## config.mk

```make
export PLATFORM = sky130hd
export DESIGN_NAME = if_fetch_unit
export DESIGN_NICKNAME = d
export VERILOG_FILES = /design/src/rtl/if_fetch_unit.sv
export SDC_FILE = /design/constraint.sdc
export NUM_CORES = 1
export LEC_CHECK = 0
export BUFFER_PORTS_ARGS = -buffer_cell sky130_fd_sc_hd__buf_2
export CORE_ASPECT_RATIO = 0.5
export CORE_UTILIZATION = 25
export CTS_CLUSTER_SIZE = 40
export DETAILED_ROUTE_END_ITERATION = 7
export GPL_TIMING_DRIVEN = 1
export PLACE_DENSITY = 0.5
export SETUP_SLACK_MARGIN = 0.1
export SYNTH_ARGS = -nofsm -noshare
export SYNTH_HDL_FRONTEND = slang
export SYNTH_SLANG_ARGS = --single-unit
```

## constraint.sdc

```tcl
create_clock -name clk -period 3.25 [get_ports clk]
set_input_delay 0.325 -clock clk [delete_from_list [all_inputs] [get_ports clk]]
set_output_delay 0.325 -clock clk [all_outputs]
set_load 0.02 [all_outputs]
```

## src/rtl/if_fetch_unit.sv

```systemverilog
// Instruction-fetch stage: PC owner, 1-cycle ROM driver, prefetch FIFO.
// Optional perf counters when IF_PERF_CNT_EN is defined.
module if_fetch_unit #(
  parameter int PC_WID      = 8,
  parameter int INSTR_WID   = 16,
  parameter int OFFSET_WID  = 6,
  parameter int FETCH_DEPTH = 2
) (
  input  logic                  clk,
  input  logic                  rst,
  input  logic                  enable1,
  input  logic                  branch_taken,
  input  logic [PC_WID-1:0]     branch_base,
  input  logic [OFFSET_WID-1:0] branch_offse,
  output logic                  imem_en,
  output logic [PC_WID-1:0]     imem_addr,
  input  logic [INSTR_WID-1:0]  imem_rdata,
  output logic                  out_valid,
  input  logic                  out_ready,
  output logic [PC_WID-1:0]     out_pc,
  output logic [INSTR_WID-1:0]  out_instr
`ifdef IF_PERF_CNT_EN
  ,
  output logic [31:0]           perf_fetch_cnt,
  output logic [31:0]           perf_stall_cnt
`endif
);

  localparam int AW = $clog2(FETCH_DEPTH);
  localparam int CW = AW + 1;
  localparam logic [CW-1:0] DEPTH_C = CW'(FETCH_DEPTH);

  logic [PC_WID-1:0]    fetch_pc_q, fetch_pc_d;
  logic                 inflight_q, inflight_d;
  logic [PC_WID-1:0]    inflight_pc_q, inflight_pc_d;
  logic [AW-1:0]        wptr_q, wptr_d;
  logic [AW-1:0]        rptr_q, rptr_d;
  logic [CW-1:0]        count_q, count_d;
  logic [PC_WID-1:0]    pc_mem_q    [FETCH_DEPTH];
  logic [INSTR_WID-1:0] instr_mem_q [FETCH_DEPTH];

  logic              pop;
  logic              push;
  logic              issue;
  logic [CW-1:0]     occ;
  logic [PC_WID-1:0] target;

  // Handshake, credit and redirect-target decode.
  always_comb begin
    pop    = (count_q != '0) && out_ready;
    push   = inflight_q && !branch_taken;
    // Slots committed after this edge; a same-cycle pop frees one.
    occ    = count_q + CW'(inflight_q) - CW'(pop);
    issue  = !rst && enable1 && !branch_taken && (occ < DEPTH_C);
    target = branch_base + PC_WID'($signed(branch_offse));
  end

  // Next-state for PC, in-flight tracking and FIFO pointers.
  always_comb begin
    fetch_pc_d    = fetch_pc_q;
    inflight_d    = issue;
    inflight_pc_d = inflight_pc_q;
    wptr_d        = wptr_q;
    rptr_d        = rptr_q;
    count_d       = count_q;
    if (branch_taken) begin
      fetch_pc_d = target;
      wptr_d     = '0;
      rptr_d     = '0;
      count_d    = '0;
    end else begin
      if (issue) begin
        fetch_pc_d    = fetch_pc_q + PC_WID'(1);
        inflight_pc_d = fetch_pc_q;
      end
      wptr_d  = wptr_q + AW'(push);
      rptr_d  = rptr_q + AW'(pop);
      count_d = count_q + CW'(push) - CW'(pop);
    end
  end

  // Control state registers.
  always_ff @(posedge clk or posedge rst) begin
    if (rst) begin
      fetch_pc_q    <= '0;
      inflight_q    <= 1'b0;
      inflight_pc_q <= '0;
      wptr_q        <= '0;
      rptr_q        <= '0;
      count_q       <= '0;
    end else begin
      fetch_pc_q    <= fetch_pc_d;
      inflight_q    <= inflight_d;
      inflight_pc_q <= inflight_pc_d;
      wptr_q        <= wptr_d;
      rptr_q        <= rptr_d;
      count_q       <= count_d;
    end
  end

  // FIFO storage; a returning word is written unless killed by redirect.
  always_ff @(posedge clk or posedge rst) begin
    if (rst) begin
      for (int i = 0; i < FETCH_DEPTH; i++) begin
        pc_mem_q[i]    <= '0;
        instr_mem_q[i] <= '0;
      end
    end else if (push) begin
      pc_mem_q[wptr_q]    <= inflight_pc_q;
      instr_mem_q[wptr_q] <= imem_rdata;
    end
  end

  assign imem_en   = issue;
  assign imem_addr = fetch_pc_q;
  assign out_valid = (count_q != '0);
  assign out_pc    = pc_mem_q[rptr_q];
  assign out_instr = instr_mem_q[rptr_q];

`ifdef IF_PERF_CNT_EN
  // Saturating issue and stall counters.
  always_ff @(posedge clk or posedge rst) begin
    if (rst) begin
      perf_fetch_cnt <= '0;
      perf_stall_cnt <= '0;
    end else begin
      if (issue && (perf_fetch_cnt != 32'hFFFF_FFFF))
        perf_fetch_cnt <= perf_fetch_cnt + 32'd1;
      if (out_valid && !out_ready && (perf_stall_cnt != 32'hFFFF_FFFF))
        perf_stall_cnt <= perf_stall_cnt + 32'd1;
    end
  end
`endif

endmodule

```

==> results by group <==
Yosys
  • Distinct cell type count after synthesis: 38
  • Sequential-to-total area share from yosys stat: 50.7%
  • Synthesized area per cell: 13.4 um2
  • Cells after Synth: 255
  • Top cells by area, synth: dfrtp_1, mux2_2, ha_1, xnor2_1, mux2i_1
  • Leading area contributor after synthesis: dfrtp_1
  • Yosys warning count: 0
  • Mapped Nets: 304
  • Register bit total from synthesis: 69
  • Synth top area share: 50.7%
  • Cell area after synthesis: 0.00341 mm2

Final layout
  • Finished Core Util: 32.9%
  • Layout cell share with drive strength beyond 1: 53.0%
  • Synth-to-Final Area Change: 25.6%
  • Commonest non-fill, non-tap cell in the layout: mux2_2
  • Commonest non-fill, non-tap cells in the layout: mux2_2, dfrtp_1, buf_2
  • Nets: 377
  • Ant. Diodes: 0
  • Final instance area: 0.00428 mm2

Route
  • Initial DRC Count: 119
  • Via count: 2,135
  • # DRC: 0
  • Routed wire length: 6.65 mm
  • Drt first pass iters: 4
  • WL/cell: 13.2 um
  • ANT nets after route: 0
  • Vias per inst: 4.25

Setup path
  • Largest stage delay, worst path: 420 ps
  • Max stage delay cell, worst path: dfrtp_1
  • Crit path cell chain: or2_2 > and2_1 > ha_1 > and2b_2 > xnor2_2 > nor3_4 > buf_2
  • Crit Path Max Fanout: 10
  • Crit end category: primary output
  • Arrival time of the worst setup path: 2600 ps
  • Crit path kind: reg2out
  • Crit path launch type: register
  • Worst path required time: 2920 ps

Run status
  • Outcome: finished, final reports clean

Floorplan
  • Die area: 0.0141 mm2
  • Site Rows: 29
  • Die Wd: 167 um
  • Initial Utilization: 26.2%
  • Overall die height: 84.6 um
  • # IOs: 69
  • Core ar.: 0.0130 mm2

Global route
  • Grt ovf: 0
  • Gr usage total: 10.6%
  • Vias in the first global route: 2,369
  • First-pass GRT wire length: 11.7 mm
  • Largest net degree at the start of global routing: 37
  • Initial antenna violation count: 0

Clock network
  • CTS Buffer Depth: 2
  • CTS root buf: clkbuf_16
  • Setup bufs post-CTS: 0
  • Post_cts resized: 0
  • Worst-skew pair later-pin latency: 320 ps
  • CTS Hold Bufs: 0
  • TritonCTS clock tree: yes
  • CTS clk-pin slew, worst paths: 60 ps
  • Clk sink count: 69
  • Htree depth: 3
  • Num CTS Buffers: 9

Placed design
  • Hpwl dp: 4.74 mm
  • Placement-stage cell area: 0.00397 mm2
  • Routability cong.: 0.748
  • # port buffers: 68

Worst hold path
  • Min-Delay Path Class: in2async

STA
  • Final period util: 89.8%
  • Final Slew Violations: 0
  • F_max: 0.342 GHz
  • Tmin final: 2920 ps
  • Setup TNS: 0 ps
  • Worst slew margin: 49.3%
  • RSZ-0062 raised after global routing: false
  • Worst Hold Slack: 138 ps
  • Clk_skew: 5.70 ps
  • Final Hold Viols: 0
  • Final setup fails: 0
  • Least-Margin Pin Slew: 759 ps

Power and ir drop
  • Worst vdd ir: 0.000292 V
  • Pwr dens: 853 mW/mm2
  • Leak: 2.02 nW

Flow run
  • Max-cap violations: 0
Yosys cell counts:
cell / number
mux2_2: 80
dfrtp_1: 69
ha_1: 13
clkbuf_1: 10
xnor2_1: 10
inv_1: 8
o21ai_0: 8
mux2i_1: 5
nand2_1: 5
nor2_1: 5
xor2_1: 5
nor3b_1: 3
a21oi_1: 2
nand2b_1: 2
nor2b_1: 2
nor3_1: 2
nor4_1: 2
o2111ai_1: 2
or2_2: 2
xnor2_2: 2
a211o_1: 1
a211oi_1: 1
a21o_1: 1
a31oi_1: 1
and2_1: 1
and2b_2: 1
and3_2: 1
buf_1: 1
buf_2: 1
fa_1: 1
nand3_1: 1
nor3_4: 1
o211ai_1: 1
o21a_1: 1
o21bai_1: 1
o22ai_1: 1
o31a_1: 1
or2b_2: 1
final cells by class:
class / count / area [um2]
fillers: 1324 / 8710
flip-flops and latches: 69 / 1730
multi-input cells: 166 / 1610
repair buffers: 74 / 398
clock buffers: 11 / 233
well taps: 170 / 213
clock inverters: 4 / 73.8
inverters: 8 / 30.0
registers in the layout (all words and copies together), names as in the netlist:
signal         flops
inflight_pc_q      8
wptr_q             1
rptr_q             1
count_q            2
instr_mem_q       32
pc_mem_q          16
inflight_q         1
imem_addr          8
worst max-delay path: cells and delay by family, from the launching register on:
family	cells	cell delay [ps]
buf+inv	1	250
fa+ha+maj	1	280
simple gates	4	1120
flops	1	420
xor+xnor	1	200
metrics by stage:
| step | std cells | setup WS, ps | power, mW |
|---|---|---|---|
| finish | 502 | 330 | 3.65 |
| global placement | 487 | 670 | 2.66 |
| floorplan | 255 | 681 | 2.28 |
| global route | 502 | 154 | 3.90 |
| CTS | 502 | 293 | 3.71 |
| detailed placement | 487 | 684 | 2.67 |
kinds of logic after synthesis:
kind of cell / share of synthesized area, %
mux: 27.9
flops: 50.7
simple gates: 5.07
compound gates: 3.97
buf+inv: 2.24
xor+xnor: 4.81
fa+ha+maj: 5.36
final timing paths:
kind | from | to | slack [ps] | cells past startpoint
min in group clk | imem_rdata[14] | instr_mem_q[30] | 250 | 2
max | count_q[1] | imem_en | 330 | 7
min reg2reg | instr_mem_q[3] | instr_mem_q[3] | 500 | 1
min | rst | imem_addr[0] | 140 | 2
max reg2reg | count_q[1] | inflight_pc_q[7] | 730 | 7
max in group asynchronous | rst | instr_mem_q[3] | 2440 | 3
layer usage:
| metal | vias up | share of wire, % | global-route usage, % |
|---|---|---|---|
| li1 | 1058 | - | - |
| met1 | 1039 | 49 | 13.7 |
| met2 | 33 | 46 | 17.2 |
| met3 | 5 | 3.4 | 3.35 |
| met4 | 0 | 0.92 | 3.28 |
| met5 | - | 0 | 0 |
power breakdown:
| part | internal (mW) | switching, mW |
|---|---|---|
| Sequential | 1.15 | 0.197 |
| Clock | 0.668 | 0.351 |
| Combinational | 0.641 | 0.644 |
| Total | 2.46 | 1.19 |
Power figures use the tool's default switching activity.
